### config.mk
export PLATFORM = sky130hd
export DESIGN_NAME = bouncing_sprite
export DESIGN_NICKNAME = d
export VERILOG_FILES = /design/src/rtl/bouncing_sprite.sv
export SDC_FILE = /design/constraint.sdc
export NUM_CORES = 1
export LEC_CHECK = 0
export CAP_MARGIN = 30
export CORE_AREA = 2 2 96 98
export DETAILED_ROUTE_END_ITERATION = 6
export DIE_AREA = 0 0 98 100
export PLACE_DENSITY = 0.79
export SETUP_SLACK_MARGIN = 0.3
export SLEW_MARGIN = 20
export SYNTH_ARGS = -nofsm -noshare
export SYNTH_HDL_FRONTEND = slang
export SYNTH_SLANG_ARGS = --single-unit
### constraint.sdc
create_clock -name iClock -period 3.2 [get_ports iClock]
set_clock_uncertainty 0.1 [all_clocks]
set_input_delay 0.32 -clock iClock [delete_from_list [all_inputs] [get_ports iClock]]
set_output_delay 0.32 -clock iClock [all_outputs]
set_load 0.01 [all_outputs]
### src/rtl/bouncing_sprite.sv
// bouncing_sprite: draws a SPRITE_W x SPRITE_H block in raster order. It then
// holds the block for one frame, erases it in the background colour, moves it
// according to iMode with a clamp-and-reverse bounce at the limits, and
// repeats for as long as iEnable is high at the end of each frame.
module bouncing_sprite #(
   parameter int unsigned SPRITE_W    = 15,
   parameter int unsigned SPRITE_H    = 15,
   parameter int unsigned X_MIN       = 0,
   parameter int unsigned X_MAX       = 145,
   parameter int unsigned Y_MIN       = 68,
   parameter int unsigned Y_MAX       = 100,
   parameter int unsigned X_START     = 72,
   parameter int unsigned Y_START     = 80,
   parameter int unsigned STEP        = 1,
   parameter int unsigned FRAME_TICKS = 50000000,
   parameter logic [2:0]  BG_COLOUR   = 3'd0
) (
   input  logic       iClock,
   input  logic       iResetn,
   input  logic       iEnable,
   input  logic [1:0] iMode,
   input  logic [2:0] iColour,
   output logic [7:0] oX,
   output logic [6:0] oY,
   output logic [2:0] oColour,
   output logic       oPlot,
   output logic       oFrameDone
);

   typedef enum logic [2:0] {
      ST_IDLE,
      ST_DRAW,
      ST_WAIT,
      ST_ERASE,
      ST_MOVE
   } state_t;

   localparam logic [4:0]  CX_LAST    = 5'(SPRITE_W - 1);
   localparam logic [4:0]  CY_LAST    = 5'(SPRITE_H - 1);
   localparam logic [31:0] FRAME_LOAD = 32'(FRAME_TICKS - 1);
   localparam logic [8:0]  STEP9      = 9'(STEP);
   localparam logic [8:0]  X_MIN9     = 9'(X_MIN);
   localparam logic [8:0]  X_MAX9     = 9'(X_MAX);
   localparam logic [8:0]  Y_MIN9     = 9'(Y_MIN);
   localparam logic [8:0]  Y_MAX9     = 9'(Y_MAX);
   localparam logic [7:0]  X_MIN8     = 8'(X_MIN);
   localparam logic [7:0]  X_MAX8     = 8'(X_MAX);
   localparam logic [7:0]  X_START8   = 8'(X_START);
   localparam logic [7:0]  STEP8      = 8'(STEP);
   localparam logic [6:0]  Y_MIN7     = 7'(Y_MIN);
   localparam logic [6:0]  Y_MAX7     = 7'(Y_MAX);
   localparam logic [6:0]  Y_START7   = 7'(Y_START);
   localparam logic [6:0]  STEP7      = 7'(STEP);

   state_t      state;
   logic [7:0]  pos_x;
   logic [6:0]  pos_y;
   logic        dir_x;
   logic        dir_y;
   logic [4:0]  cx;
   logic [4:0]  cy;
   logic [31:0] frame_cnt;
   logic [2:0]  colour_q;

   logic [8:0]  x_up;
   logic [8:0]  y_up;
   logic [7:0]  next_x;
   logic [6:0]  next_y;
   logic        next_dir_x;
   logic        next_dir_y;
   logic        scan_last;

   // Bounce candidates for both axes; MOVE applies only the axes iMode selects.
   // Comparisons are done 9 bits wide so pos+STEP and pos-STEP never wrap.
   always_comb begin
      x_up       = {1'b0, pos_x} + STEP9;
      y_up       = {2'b00, pos_y} + STEP9;
      next_x     = pos_x;
      next_dir_x = dir_x;
      next_y     = pos_y;
      next_dir_y = dir_y;
      if (!dir_x) begin
         if (x_up > X_MAX9) begin
            next_x     = X_MAX8;
            next_dir_x = 1'b1;
         end else begin
            next_x = x_up[7:0];
         end
      end else if ({1'b0, pos_x} < X_MIN9 + STEP9) begin
         next_x     = X_MIN8;
         next_dir_x = 1'b0;
      end else begin
         next_x = pos_x - STEP8;
      end
      if (!dir_y) begin
         if (y_up > Y_MAX9) begin
            next_y     = Y_MAX7;
            next_dir_y = 1'b1;
         end else begin
            next_y = y_up[6:0];
         end
      end else if ({2'b00, pos_y} < Y_MIN9 + STEP9) begin
         next_y     = Y_MIN7;
         next_dir_y = 1'b0;
      end else begin
         next_y = pos_y - STEP7;
      end
   end

   // Final pixel of the raster scan.
   always_comb begin
      scan_last = (cx == CX_LAST) && (cy == CY_LAST);
   end

   // Sprite sequencer: state, scan counters, frame timer, position and
   // registered pixel outputs.
   always_ff @(posedge iClock or negedge iResetn) begin
      if (!iResetn) begin
         state      <= ST_IDLE;
         pos_x      <= X_START8;
         pos_y      <= Y_START7;
         dir_x      <= 1'b0;
         dir_y      <= 1'b0;
         cx         <= '0;
         cy         <= '0;
         frame_cnt  <= '0;
         colour_q   <= '0;
         oX         <= '0;
         oY         <= '0;
         oColour    <= '0;
         oPlot      <= 1'b0;
         oFrameDone <= 1'b0;
      end else begin
         oPlot      <= 1'b0;
         oFrameDone <= 1'b0;
         case (state)
            ST_IDLE: begin
               if (iEnable) begin
                  state    <= ST_DRAW;
                  colour_q <= iColour;
                  cx       <= '0;
                  cy       <= '0;
               end
            end
            ST_DRAW, ST_ERASE: begin
               oPlot   <= 1'b1;
               oX      <= pos_x + {3'b000, cx};
               oY      <= pos_y + {2'b00, cy};
               oColour <= (state == ST_DRAW) ? colour_q : BG_COLOUR;
               if (scan_last) begin
                  cx <= '0;
                  cy <= '0;
                  if (state == ST_DRAW) begin
                     state      <= ST_WAIT;
                     frame_cnt  <= FRAME_LOAD;
                     oFrameDone <= 1'b1;
                  end else begin
                     state <= ST_MOVE;
                  end
               end else if (cx == CX_LAST) begin
                  cx <= '0;
                  cy <= cy + 5'd1;
               end else begin
                  cx <= cx + 5'd1;
               end
            end
            ST_WAIT: begin
               if (frame_cnt == '0) begin
                  state <= iEnable ? ST_ERASE : ST_IDLE;
                  cx    <= '0;
                  cy    <= '0;
               end else begin
                  frame_cnt <= frame_cnt - 32'd1;
               end
            end
            ST_MOVE: begin
               if (iMode[1]) begin
                  pos_x <= next_x;
                  dir_x <= next_dir_x;
               end
               if (iMode[0]) begin
                  pos_y <= next_y;
                  dir_y <= next_dir_y;
               end
               state    <= ST_DRAW;
               colour_q <= iColour;
               cx       <= '0;
               cy       <= '0;
            end
            default: state <= ST_IDLE;
         endcase
      end
   end

endmodule

* Yosys cells after proc, flatten, opt, wreduce, memory -nomap -nowiden
Cells that the tools add are included.
** Storage, ports and cells
- Register bits after elaboration :: 85
- Bits of input ports :: 8
- Output and inout bits :: 20
- Logic and storage cells :: 90
** Cells by class
- $add $sub $neg :: 9
- Magnitude comparators :: 4
- Equal/unequal tests :: 12
- Muxes and demuxes :: 37
- Reductions and logical operators :: 14
** Operator list (number)
- 2-to-1 mux 32 bit :: 3
- case mux 32 bit (2 select lines) :: 1
- case mux 5 bit (4 select lines) :: 2
- logical NOT 32 bit :: 1
- subtractor 32 x 1 -> 32 bit, second input constant :: 1
- 2-to-1 mux 5 bit :: 6
- 2-to-1 mux 8 bit :: 3
- 2-to-1 mux 7 bit :: 3
- 2-to-1 mux 3 bit :: 6
- case mux 3 bit (4 select lines) :: 1
- adder 5 x 1 -> 5 bit, second input constant :: 2
- equality test 5 x 4 -> 1 bit, second input constant :: 2
- 2-to-1 mux 1 bit :: 10
- inequality test 2 bit, second input constant :: 5
- adder 8 x 1 -> 9 bit, second input constant :: 1
- greater-than comparator 9 x 8 -> 1 bit, second input constant :: 1
- adder 7 x 1 -> 8 bit, second input constant :: 1
- adder 8 x 5 -> 8 bit :: 1
- greater-than comparator 8 x 7 -> 1 bit, second input constant :: 1
- less-than comparator 8 x 1 -> 1 bit, second input constant :: 1
- AND reduction 4 bit :: 2
- subtractor 8 x 1 -> 8 bit, second input constant :: 1
- adder 7 x 5 -> 7 bit :: 1
- less-than comparator 7 bit, second input constant :: 1
- 14 further kinds :: 19

* Longest topological paths before layout
Gate-level depths: netlist of run 1.
- Depth in word-level cells :: 4
- Mapped depth :: 9
- Mapped depth without buffers :: 9

* Worst setup path before layout of run 1
No wires, ideal clock.
- Kind :: register to register
- From :: register frame_cnt[7]
- To :: register frame_cnt[15]
- Arrival :: 2.257 ns
- Required time :: 2.967 ns
- Setup slack :: 0.709 ns
- Stages on the path, launching flop included :: 10
- Buffers on the path :: 3
- Period minus slack after synthesis :: 2.491 ns
- Path through :: dfrtp_1 or4_4 or4_1 buf_2 and4bb_1 buf_2 buf_4 nor3_1 xnor2_1 nand2_1
** On the way
- Longest elaborated chain between the ends :: 3
- Elaborated cells on any way between the ends :: 6
- Those cells by class :: add/sub (1); eq/ne (1); mux (2); reduce/logical (2)
** RTL lines
- start: declaration :: RTL line 62 : logic [31:0] frame_cnt;
- start signal: assignment :: RTL line 173 : frame_cnt <= frame_cnt - 32'd1;
- subtractor 32 x 1 -> 32 bit / logical NOT 32 bit (equally long branches) :: RTL line 173, 168
- 2-to-1 mux 32 bit / inequality test 2 bit (equally long branches)
- case mux 32 bit (2 select lines) / AND reduction 4 bit (equally long branches)
Several ways; a longest one is shown, not always the timed one. The select of a mux whose other input is x is not followed.
A chain may end at the register's enable or synchronous reset.

* Worst setup path in the final report of run 1
Same ends and word-level chain as after synthesis.

==> impl_summary.log, run 1 <==
[metrics] Cell Rows: 35
[metrics] start point of the worst min-delay path: oX[0]$_DFFE_PN0P_
[metrics] Yosys Warn Count: 0
[metrics] buffers from clock root to sink, at most: 2
[metrics] Post-Synthesis Cell Area: 5200 um^2
[metrics] I/O Buffers: 27
[metrics] leading cell types in the layout, fill and taps excluded: dfrtp_1 (81), nand2_1 (61), o21ai_0 (53)
[metrics] arrival time at the worst endpoint: 2.92 ns
[metrics] area occupied by multi-input gates: 2860 um^2
[metrics] CTS tree: yes
[metrics] I/O pin total: 28
[metrics] Total Routing Usage GR: 26.3%
[metrics] wire length of the first global-routing pass: 21000 um
[metrics] Peak Freq: 361 MHz
[metrics] Chip Height: 100 um
[metrics] sequential-to-total area share from yosys stat: 41.0%
[metrics] Top delay family on crit path: simple AND/OR/NAND/NOR gates
[metrics] power density cells: 329 nW/um^2
[metrics] number of setup violations in the final report: 0
[metrics] total routed wirelength: 12500 um
[metrics] Max transition margin: 36.1%
[metrics] hold_ws: 0.384 ns
[metrics] count of antenna diodes in the layout: 0
[metrics] post-DR wirelength/cell: 17.1 um
[metrics] Num Clock Sinks: 85
[metrics] leading cell type in the layout, fill and taps excluded: dfrtp_1
[metrics] Worst Hold End: oX[0]$_DFFE_PN0P_
[metrics] Worst-Skew Late Latency: 0.36 ns
[metrics] Nets: 644
[metrics] H-tree levels: 3
[metrics] R2R setup slack: 0.43 ns
[metrics] class of the tightest hold or removal check: reg2reg
[metrics] main area contributors after synthesis: dfrtp_1 (39%), ha_1 (5.3%), o21ai_0 (5.1%), nand2_1 (4.4%), nor2_1 (3.5%)
[metrics] clock tree root buffer cell: clkbuf_8
[metrics] total number of vias: 4567
[metrics] number of antenna violations at the first check in global routing: 0
[metrics] setup repair after global routing missed its margin: false
[metrics] CP Cell Sequence: or4_4 > or4_1 > and4bb_1 > buf_4 > nor3_1 > xnor2_1 > nand2_1
[metrics] count of nets left with antenna violations after detail routing: 0
[metrics] post-DP HPWL: 8890 um
[metrics] buffers and inverters on the worst path: 1
[metrics] total DRC errors in the routed layout: 0
[metrics] library cells used by synthesis: 64
[metrics] cell type with the highest aggregate area in the netlist: dfrtp_1
[metrics] Slew @ Worst Pin: 0.953 ns
[metrics] Post-Synthesis Net Count: 623
[metrics] Syn-to-layout area delta: 11.4%
[metrics] residual overflow from global routing: 0
[metrics] filler cell count: 756
[metrics] Clock transition at path regs: 0.09 ns
[metrics] Hold Path Depth: 2
[metrics] Syn Area/Cell: 8.79 um^2
[metrics] DR iter-0 viols: 313
[metrics] proportion of layout cells with a drive suffix above 1: 6.97%
[metrics] leakage: 0.00252 uW
[metrics] starting density of the core: 58.5%
[metrics] number of max-cap violations: 0
[metrics] post-synthesis instance total: 591
[metrics] chip width: 98 um
[metrics] fraction of synthesis flops using an asynchronous set or reset pin: 100%
[metrics] flops & latches, synth: 85
[metrics] final critical-path setup slack: 0.427 ns
[metrics] portion of synthesized cell area occupied by the leading cell type: 39.0%
[metrics] RD Place Congestion: 0.930
[metrics] period utilization: 86.7%
[metrics] clock buffer count from CTS: 9
[metrics] Std-Cell Core Area: 8890 um^2
[metrics] Reg-to-Reg End: frame_cnt[15]$_DFFE_PN0P_
[metrics] Crit Path Category: reg2reg
[metrics] largest incremental delay on the critical path: 0.57 ns
[metrics] largest net degree at the start of global routing: 48
[metrics] Crit-path slowest cell: or4_4
[metrics] routed via count divided by cell count: 6.27
[metrics] r2r startpoint: frame_cnt[7]$_DFFE_PN0P_
[metrics] data required time at the worst endpoint: 3.35 ns
[metrics] DR pass1 iterations: 4
[metrics] Peak supply drop: 0.000272 V
[metrics] final hold violation count: 0
[metrics] Min Clock Period, post-route: 2.77 ns
[metrics] Total Die Area: 9800 um^2
[metrics] Seq. cell area: 2130 um^2
[metrics] critical-path maximum fanout: 13
[metrics] via count of the first global-routing pass: 4282
[metrics] r2r worst-path depth: 7
[metrics] pre-CTS setup slack: 0.484 ns
[metrics] final count of pins violating max slew: 0
[metrics] outcome: complete, no violations
[metrics] leading register cell type out of synthesis: dfrtp_1
[metrics] number of flops mapped to enable cells by yosys: 0
[metrics] capturing element type of the critical path: flip-flop
[metrics] kind of start point of the critical path: flip-flop
[metrics] post-route setup TNS: 0 ns
==> how the worst max path moves through the flow <==
stage,to,slack (ns),cells past startpoint,from
after detailed placement,frame_cnt[14]$_DFFE_PN0P_,0.48,7,frame_cnt[7]$_DFFE_PN0P_
final,frame_cnt[15]$_DFFE_PN0P_,0.43,7,frame_cnt[7]$_DFFE_PN0P_
after CTS,frame_cnt[15]$_DFFE_PN0P_,0.43,7,frame_cnt[7]$_DFFE_PN0P_
after floorplan,frame_cnt[15]$_DFFE_PN0P_,0.71,9,frame_cnt[7]$_DFFE_PN0P_
after global placement,frame_cnt[14]$_DFFE_PN0P_,0.54,7,frame_cnt[7]$_DFFE_PN0P_
after global routing,frame_cnt[27]$_DFFE_PN0P_,0.30,10,cx[0]$_DFFE_PN0P_
==> tightest hold or removal path: stages (launching register included) <==
cell and delay (ns):
dfrtp_1 0.35, nand2_1 0.05, nand2_1 0.06
==> routing by layer <==
| layer | wire [um] | track usage, % | share of wire [%] | up-vias |
|---|---|---|---|---|
| met2 | 6330 | 44.7 | 51 | 151 |
| met4 | 189 | 8.97 | 1.5 | 0 |
| met5 | 0 | 0 | 0 | - |
| met3 | 606 | 4.46 | 4.9 | 21 |
| li1 | - | - | - | 2178 |
| met1 | 5330 | 34.3 | 43 | 2217 |
==> cell families (layout without fill, tap and decap cells) <==
group / Yosys count / after routing / synth area share, %
adders and majority gates: 24 / 24 / 6.07
DFF: 85 / 85 / 41.0
and+or+nand+nor: 237 / 237 / 23.4
muxes: 9 / 9 / 1.83
xor gates and xnor gates: 39 / 39 / 6.57
buffers and inverters: 53 / 79 / 3.95
AOI/OAI and AO/OA: 144 / 144 / 17.1
==> through the flow <==
stage	total power [uW]	cells	utilization [%]	area, um^2
finish	1910	728	65.2	5790
global route	1970	728	65.2	5790
CTS	1930	727	65.1	5790
detailed placement	1130	710	62.6	5570
global placement	1130	709	62.4	5550
floorplan	1100	591	-	5200
==> registers in the layout, summed over array words and instances (netlist names) <==
| register | cells |
|---|---|
| colour_q | 3 |
| cx | 5 |
| cy | 5 |
| dir_x | 1 |
| dir_y | 1 |
| frame_cnt | 32 |
| oColour | 3 |
| oFrameDone | 1 |
| oPlot | 1 |
| oX | 8 |
| oY | 7 |
| pos_x | 8 |
| pos_y | 7 |
| state | 3 |
==> power breakdown <==
part           switching, uW  total [uW]  leakage, uW  internal [uW]
logic                   23.1        34.0      0.00133           10.9
registers                  0        1070      0.00110           1070
clock network            412         798    0.0000951            386
total                    435        1910      0.00252           1470
==> cells in the mapped netlist (3+ instances only) <==
master / instances
a211o_1: 3
a21o_1: 4
a21oi_1: 29
a31o_2: 3
a31oi_1: 9
a32oi_1: 4
and2_1: 4
and3_1: 8
and4_1: 4
clkbuf_1: 22
dfrtp_1: 81
dfstp_2: 4
ha_1: 22
inv_1: 23
mux2_2: 4
mux2i_1: 5
nand2_1: 61
nand2b_1: 4
nand3_1: 23
nand4_1: 7
nand4b_1: 6
nor2_1: 49
nor2b_1: 6
nor3_1: 25
nor3b_1: 3
nor4_1: 14
o21a_1: 3
o21ai_0: 53
o31ai_1: 12
o41ai_1: 3
or3_1: 6
or4_1: 7
xnor2_1: 20
xor2_1: 19
==> cell type report <==
type | instances | area share (%)
inverter | 26 | 1.69
timing repair buffer | 37 | 6.14
tap | 111 | 2.40
sequential | 85 | 36.8
clock inverter | 6 | 1.21
clock buffer | 10 | 2.38
multi-input combinational | 453 | 49.4
==> what timing repair did <==
action,in CTS,in global routing
hold endpoints to repair,43,0
buffers inserted,0,0
setup endpoints to repair,0,0
gates resized for setup,0,0
hold buffers,1,0
Note: power is estimated with default switching activity, not from simulation.
==> run 2, diff against run 1 <==
--- a/config.mk
+++ b/config.mk
@@ -6,10 +6,11 @@
 export NUM_CORES = 1
 export LEC_CHECK = 0
 export CAP_MARGIN = 30
-export CORE_AREA = 2 2 96 98
+export CORE_AREA = 2 2 101 103
 export DETAILED_ROUTE_END_ITERATION = 6
-export DIE_AREA = 0 0 98 100
-export PLACE_DENSITY = 0.79
+export DIE_AREA = 0 0 103 105
+export PLACE_DENSITY = 0.73
+export RECOVER_POWER = 50
 export SETUP_SLACK_MARGIN = 0.3
 export SLEW_MARGIN = 20
 export SYNTH_ARGS = -nofsm -noshare
==> constraint.sdc (replaced) <==
create_clock -name iClock -period 2.85 [get_ports iClock]
set_clock_uncertainty 0.1 [all_clocks]
set_input_delay 0.285 -clock iClock [delete_from_list [all_inputs] [get_ports iClock]]
set_output_delay 0.285 -clock iClock [all_outputs]
set_load 0.01 [all_outputs]
==> impl_summary.log, run 2 (synthesis results as in run 1) <==
[metrics] capturing element type of the critical path: flip-flop
[metrics] number of max-cap violations: 0 (unchanged)
[metrics] clock buffer count from CTS: 9 (unchanged)
[metrics] Max transition margin: 30.6% (-5.4 points)
[metrics] Worst-Skew Late Latency: 0.37 ns (about the same)
[metrics] Syn-to-layout area delta: 17.6%
[metrics] routed via count divided by cell count: 6.02 (-4.0%)
[metrics] class of the tightest hold or removal check: reg2reg
[metrics] register ranked first by flip-flop count: frame_cnt
[metrics] arrival time at the worst endpoint: 2.76 ns (-0.16 ns)
[metrics] Min Clock Period, post-route: 2.61 ns (-0.168 ns)
[metrics] start point of the worst min-delay path: oY[1]$_DFFE_PN0P_
[metrics] chip width: 103 um (+5.1%)
[metrics] via count of the first global-routing pass: 4367 (+2.0%)
[metrics] proportion of layout cells with a drive suffix above 1: 11.6% (+4.6 points)
[metrics] number of setup violations in the final report: 0 (unchanged)
[metrics] buffers from clock root to sink, at most: 2 (unchanged)
[metrics] Total Die Area: 10800 um^2 (+10%)
[metrics] largest incremental delay on the critical path: 0.56 ns (about the same)
[metrics] critical-path maximum fanout: 7 (-6)
[metrics] period utilization: 91.4% (+4.8 points)
[metrics] count of antenna diodes in the layout: 0 (unchanged)
[metrics] r2r worst-path depth: 7 (unchanged)
[metrics] flip-flop count of the largest register, all copies and words added: 32 (unchanged)
[metrics] post-DR wirelength/cell: 16.4 um (-4.0%)
[metrics] DR pass1 iterations: 7 (+3)
[metrics] number of antenna violations at the first check in global routing: 0 (unchanged)
[metrics] I/O Buffers: 27 (unchanged)
[metrics] H-tree levels: 3 (unchanged)
[metrics] cell repeated most along the worst path: or4_4
[metrics] Cell Rows: 36 (+2.9%)
[metrics] total routed wirelength: 12600 um (+0.79%)
[metrics] Nets: 658 (+2.2%)
[metrics] leakage: 0.00265 uW (+4.9%)
[metrics] Cell Area, Placed: 5650 um^2 (+1.4%)
[metrics] wire length of the first global-routing pass: 20600 um (-1.8%)
[metrics] Std-Cell Core Area: 9640 um^2 (+8.4%)
[metrics] kind of start point of the critical path: flip-flop
[metrics] buffers and inverters on the worst path: 1 (unchanged)
[metrics] residual overflow from global routing: 0 (unchanged)
[metrics] power after layout: 2230 uW (+17%)
[metrics] Clock transition at path regs: 0.08 ns (about the same)
[metrics] r2r startpoint: frame_cnt[6]$_DFFE_PN0P_
[metrics] largest net degree at the start of global routing: 47 (-2.1%)
[metrics] outcome: complete, no violations
[metrics] Crit-path slowest cell: or4_4
[metrics] Slew @ Worst Pin: 1.04 ns (+0.0881 ns)
[metrics] data required time at the worst endpoint: 3.01 ns (-0.34 ns)
[metrics] total number of vias: 4600 (+0.72%)
[metrics] final standard cell utilization of the core: 63.4% (-1.7 points)
[metrics] R2R setup slack: 0.24 ns (-0.18 ns)
[metrics] final design area excluding fillers: 6110 um^2 (+5.5%)
[metrics] power density cells: 365 nW/um^2 (+11%)
[metrics] leading cell type in the layout, fill and taps excluded: dfrtp_1
[metrics] leading cell types in the layout, fill and taps excluded: dfrtp_1 (80), nand2_1 (61), o21ai_0 (51)
[metrics] clock tree root buffer cell: clkbuf_8
[metrics] Worst Hold End: oY[1]$_DFFE_PN0P_
[metrics] DR iter-0 viols: 202 (-35%)
[metrics] Peak supply drop: 0.000428 V (+57%)
[metrics] CP Cell Sequence: or4_4 > or4_4 > and4bb_4 > clkbuf_16 > nor3_1 > xnor2_1 > nor2_1
[metrics] total DRC errors in the routed layout: 0 (unchanged)
[metrics] setup repair after global routing missed its margin: true
[metrics] final count of pins violating max slew: 0 (unchanged)
[metrics] Top delay family on crit path: simple AND/OR/NAND/NOR gates
[metrics] count of nets left with antenna violations after detail routing: 0 (unchanged)
[metrics] I/O pin total: 28 (unchanged)
[metrics] final hold violation count: 0 (unchanged)
[metrics] RD Place Congestion: 0.904 (-2.8%)
[metrics] Reg-to-Reg End: frame_cnt[11]$_DFFE_PN0P_
[metrics] post-route setup TNS: 0 ns (unchanged)
[metrics] starting density of the core: 53.9% (-4.5 points)
[metrics] Chip Height: 105 um (+5.0%)
[metrics] Hold Path Depth: 2 (unchanged)
[metrics] Crit Path Category: reg2reg
[metrics] Num Clock Sinks: 85 (unchanged)
[metrics] Peak Freq: 384 MHz (+6.4%)
[metrics] post-DP HPWL: 8590 um (-3.3%)
[metrics] largest registers: frame_cnt (32), oX (8), pos_x (8)
[metrics] Total Routing Usage GR: 23.8% (-2.4 points)
[metrics] CTS tree: yes
[run 2: through the flow]
step	cells	hold slack [ns]	setup WS [ns]
after floorplan	591	-0.111	0.359
after global placement	737	0.364	0.222
after detailed placement	738	0.204	0.154
after CTS	755	0.340	0.288
after global routing	764	0.414	0.110
final	764	0.380	0.245
[run 2: final cells by class]
class                      count  area (um^2)
clock inverter                 5         82.6
fill                         810         3530
tap                          133          166
timing repair buffer          51          493
clock buffer                  11          151
inverter                      26         97.6
multi-input combinational    453         2980
sequential                    85         2140
[run 2: how the worst max path moves through the flow]
stage                              from                        end  slack (ns)  cells after the start
2_1_floorplan  frame_cnt[7]$_DFFE_PN0P_  frame_cnt[15]$_DFFE_PN0P_        0.36                      9
3_3_place_gp   frame_cnt[7]$_DFFE_PN0P_  frame_cnt[14]$_DFFE_PN0P_        0.22                      7
3_5_place_dp   frame_cnt[6]$_DFFE_PN0P_  frame_cnt[14]$_DFFE_PN0P_        0.15                      7
4_1_cts        frame_cnt[6]$_DFFE_PN0P_  frame_cnt[29]$_DFFE_PN0P_        0.29                      6
5_1_grt        frame_cnt[6]$_DFFE_PN0P_   frame_cnt[9]$_DFFE_PN0P_        0.11                      7
6_report       frame_cnt[6]$_DFFE_PN0P_  frame_cnt[11]$_DFFE_PN0P_        0.24                      7
[run 2: metal layers]
| layer | global-route usage [%] | up-vias | wire (um) | part of all wire (%) |
|---|---|---|---|---|
| li1 | - | 2214 | - | - |
| met3 | 4.95 | 23 | 635 | 5.1 |
| met1 | 32.8 | 2214 | 5540 | 44 |
| met2 | 38.1 | 149 | 6140 | 49 |
| met5 | 0 | - | 0 | 0 |
| met4 | 6.20 | 0 | 243 | 1.9 |
[run 2: worst reg2reg max path: cells and delay by family, from the launching register on]
kind          cells  cell delay [ns]
buf+inv           1             0.18
simple gates      5             1.66
flops             1             0.39
xor+xnor          1             0.18
[run 2: repair_timing]
action                     CTS  global route
hold buffers                 1             0
setup endpoints to repair   31            36
buffers inserted             0             8
hold endpoints to repair    39             0
pin swaps                    0            21
gates resized for setup      7            24
cloned                       0             1
[run 2: report_power, final]
part / internal [uW] / switching, uW
logic: 12.8 / 26.0
registers: 1210 / 0
clock network: 543 / 444
==> run 3, diff against run 2 <==
--- a/config.mk
+++ b/config.mk
@@ -11,7 +11,7 @@
 export DIE_AREA = 0 0 103 105
 export PLACE_DENSITY = 0.73
 export RECOVER_POWER = 50
-export SETUP_SLACK_MARGIN = 0.3
+export SETUP_SLACK_MARGIN = 0.1
 export SLEW_MARGIN = 20
 export SYNTH_ARGS = -nofsm -noshare
 export SYNTH_HDL_FRONTEND = slang
==> impl_summary.log, run 3 (synthesis results as in run 1) <==
[metrics] Nets: 649 (-1.4%)
[metrics] total number of vias: 4489 (-2.4%)
[metrics] register ranked first by flip-flop count: frame_cnt
[metrics] total DRC errors in the routed layout: 0 (unchanged)
[metrics] DR pass1 iterations: 7 (unchanged)
[metrics] Crit-path slowest cell: dfrtp_1
[metrics] proportion of layout cells with a drive suffix above 1: 7.88% (-3.7 points)
[metrics] start point of the worst min-delay path: oY[1]$_DFFE_PN0P_
[metrics] r2r worst-path depth: 8 (+1)
[metrics] Peak supply drop: 0.000386 V (-9.8%)
[metrics] capturing element type of the critical path: flip-flop
[metrics] largest incremental delay on the critical path: 0.60 ns (+0.04 ns)
[metrics] final hold violation count: 0 (unchanged)
[metrics] routed via count divided by cell count: 5.95 (-1.2%)
[metrics] R2R setup slack: 0.22 ns (-0.02 ns)
[metrics] leading cell types in the layout, fill and taps excluded: dfrtp_1 (81), nand2_1 (61), o21ai_0 (52)
[metrics] largest registers: frame_cnt (32), oX (8), pos_x (8)
[metrics] leakage: 0.00257 uW (-2.9%)
[metrics] leading cell type in the layout, fill and taps excluded: dfrtp_1
[metrics] I/O pin total: 28 (unchanged)
[metrics] post-DP HPWL: 8590 um (unchanged)
[metrics] flip-flop count of the largest register, all copies and words added: 32 (unchanged)
[metrics] final count of pins violating max slew: 0 (unchanged)
[metrics] DR iter-0 viols: 227 (+12%)
[metrics] Std-Cell Core Area: 9640 um^2 (unchanged)
[metrics] critical-path maximum fanout: 11 (+4)
[metrics] Clock transition at path regs: 0.08 ns (about the same)
[metrics] RD Place Congestion: 0.904 (unchanged)
[metrics] post-route setup TNS: 0 ns (unchanged)
[metrics] class of the tightest hold or removal check: reg2reg
[metrics] Syn-to-layout area delta: 13.1%
[metrics] Hold Path Depth: 2 (unchanged)
[metrics] final standard cell utilization of the core: 61.0% (-2.4 points)
[metrics] number of setup violations in the final report: 0 (unchanged)
[metrics] Slew @ Worst Pin: 1.15 ns (+0.109 ns)
[metrics] chip width: 103 um (unchanged)
[metrics] period utilization: 92.2% (+0.74 points)
[metrics] r2r startpoint: pos_x[1]$_DFFE_PN0P_
[metrics] clock tree root buffer cell: clkbuf_8
[metrics] data required time at the worst endpoint: 2.98 ns (-0.03 ns)
[metrics] Crit Path Category: reg2reg
[metrics] Chip Height: 105 um (unchanged)
[metrics] number of max-cap violations: 0 (unchanged)
[metrics] clock buffer count from CTS: 9 (unchanged)
[metrics] Worst Hold End: oY[1]$_DFFE_PN0P_
[metrics] post-DR wirelength/cell: 15.8 um (-3.6%)
[metrics] starting density of the core: 53.9% (unchanged)
[metrics] buffers from clock root to sink, at most: 2 (unchanged)
[metrics] Total Die Area: 10800 um^2 (unchanged)
[metrics] Worst-Skew Late Latency: 0.37 ns (about the same)
[metrics] arrival time at the worst endpoint: 2.76 ns (about the same)
[metrics] Max transition margin: 23.4% (-7.2 points)
[metrics] largest net degree at the start of global routing: 47 (unchanged)
[metrics] H-tree levels: 3 (unchanged)
[metrics] setup repair after global routing missed its margin: true
[metrics] Reg-to-Reg End: pos_x[1]$_DFFE_PN0P_
[metrics] number of antenna violations at the first check in global routing: 0 (unchanged)
[metrics] Num Clock Sinks: 85 (unchanged)
[metrics] power density cells: 379 nW/um^2 (+3.8%)
[metrics] Cell Rows: 36 (unchanged)
[metrics] CTS tree: yes
[metrics] Total Routing Usage GR: 23.8% (unchanged)
[metrics] Min Clock Period, post-route: 2.63 ns (+0.0210 ns)
[metrics] post-CTS setup buffer count: 0 (unchanged)
[metrics] count of nets left with antenna violations after detail routing: 0 (unchanged)
[metrics] Peak Freq: 381 MHz (-0.80%)
[metrics] residual overflow from global routing: 0 (unchanged)
[metrics] count of antenna diodes in the layout: 0 (unchanged)
[metrics] outcome: complete, no violations
[metrics] I/O Buffers: 27 (unchanged)
[metrics] total routed wirelength: 12000 um (-4.7%)
[metrics] via count of the first global-routing pass: 4376 (+0.21%)
[metrics] CP Cell Sequence: inv_1 > ha_1 > a21oi_1 > o2111ai_1 > o221ai_1 > a21o_1 > a31oi_1 > o21ai_0
[metrics] kind of start point of the critical path: flip-flop
[metrics] wire length of the first global-routing pass: 20600 um (about the same)
==> run 3: changes by cell type in the layout (fill, tap and decap cells not counted), moves of 2 or more <==
cell     delta
nor2_1      +2
nor3_4      -3
nor3_1      +3
nor4_1      +2
buf_4       -7
o21ai_2     -3
o21ai_1     +2
==> run 3: final cells by class <==
type	instances	area (um^2)
fill	829	3760
multi-input combinational	453	2870
clock buffer	11	151
timing repair buffer	42	378
sequential	85	2130
inverter	26	97.6
clock inverter	5	82.6
tap	133	166
==> run 3: how the worst max path moves through the flow <==
| stage | endpoint | start | cells after the start |
|---|---|---|---|
| after floorplan | frame_cnt[15]$_DFFE_PN0P_ | frame_cnt[7]$_DFFE_PN0P_ | 9 |
| after global placement | frame_cnt[14]$_DFFE_PN0P_ | frame_cnt[7]$_DFFE_PN0P_ | 7 |
| after detailed placement | frame_cnt[14]$_DFFE_PN0P_ | frame_cnt[6]$_DFFE_PN0P_ | 7 |
| after CTS | frame_cnt[14]$_DFFE_PN0P_ | frame_cnt[6]$_DFFE_PN0P_ | 7 |
| after global routing | pos_y[2]$_DFFE_PN0P_ | iResetn | 3 |
| final | pos_x[1]$_DFFE_PN0P_ | pos_x[1]$_DFFE_PN0P_ | 8 |
==> run 3: metrics by stage <==
step	cells	hold slack [ns]	worst slack [ns]	area, um^2	total power, uW
2_1_floorplan	591	-0.111	0.359	5200	1230
3_3_place_gp	737	0.364	0.222	5620	1260
3_5_place_dp	738	0.204	0.154	5650	1270
4_1_cts	755	0.340	0.139	5890	2260
5_1_grt	755	0.414	0.0486	5880	2310
6_report	755	0.381	0.224	5880	2230
==> run 3: worst max-delay path, delay by kind of cell, from the launching register on <==
kind / cells / cell delay, ns
AO/OA/AOI/OAI: 6 / 1.17
flip-flops: 1 / 0.60
adder cells (fa/ha/maj): 1 / 0.45
buffers and inverters: 1 / 0.18
==> run 3: where the power goes <==
| group | total [uW] | internal (uW) | leakage (uW) | switching [uW] |
|---|---|---|---|---|
| Combinational | 34.3 | 9.28 | 0.00135 | 25.1 |
| Sequential | 1210 | 1210 | 0.00110 | 0 |
| Clock | 987 | 543 | 0.000120 | 444 |
==> run 3: per-layer routing <==
metal  track usage (%)  part of all wire, %  vias to the layer above
li1                  -                    -                     2188
met1              32.7                   46                     2164
met2              38.2                   48                      124
met3              4.95                  4.5                       13
met4              6.20                  1.2                        0
met5                 0                    0                        -
==> run 3: what timing repair did <==
item | 4_1_cts | 5_1_grt
endpoints found under the setup margin | 0 | 21
endpoints found under the hold margin | 39 | 0
hold buffers | 1 | 0
gates resized for setup | 0 | 2
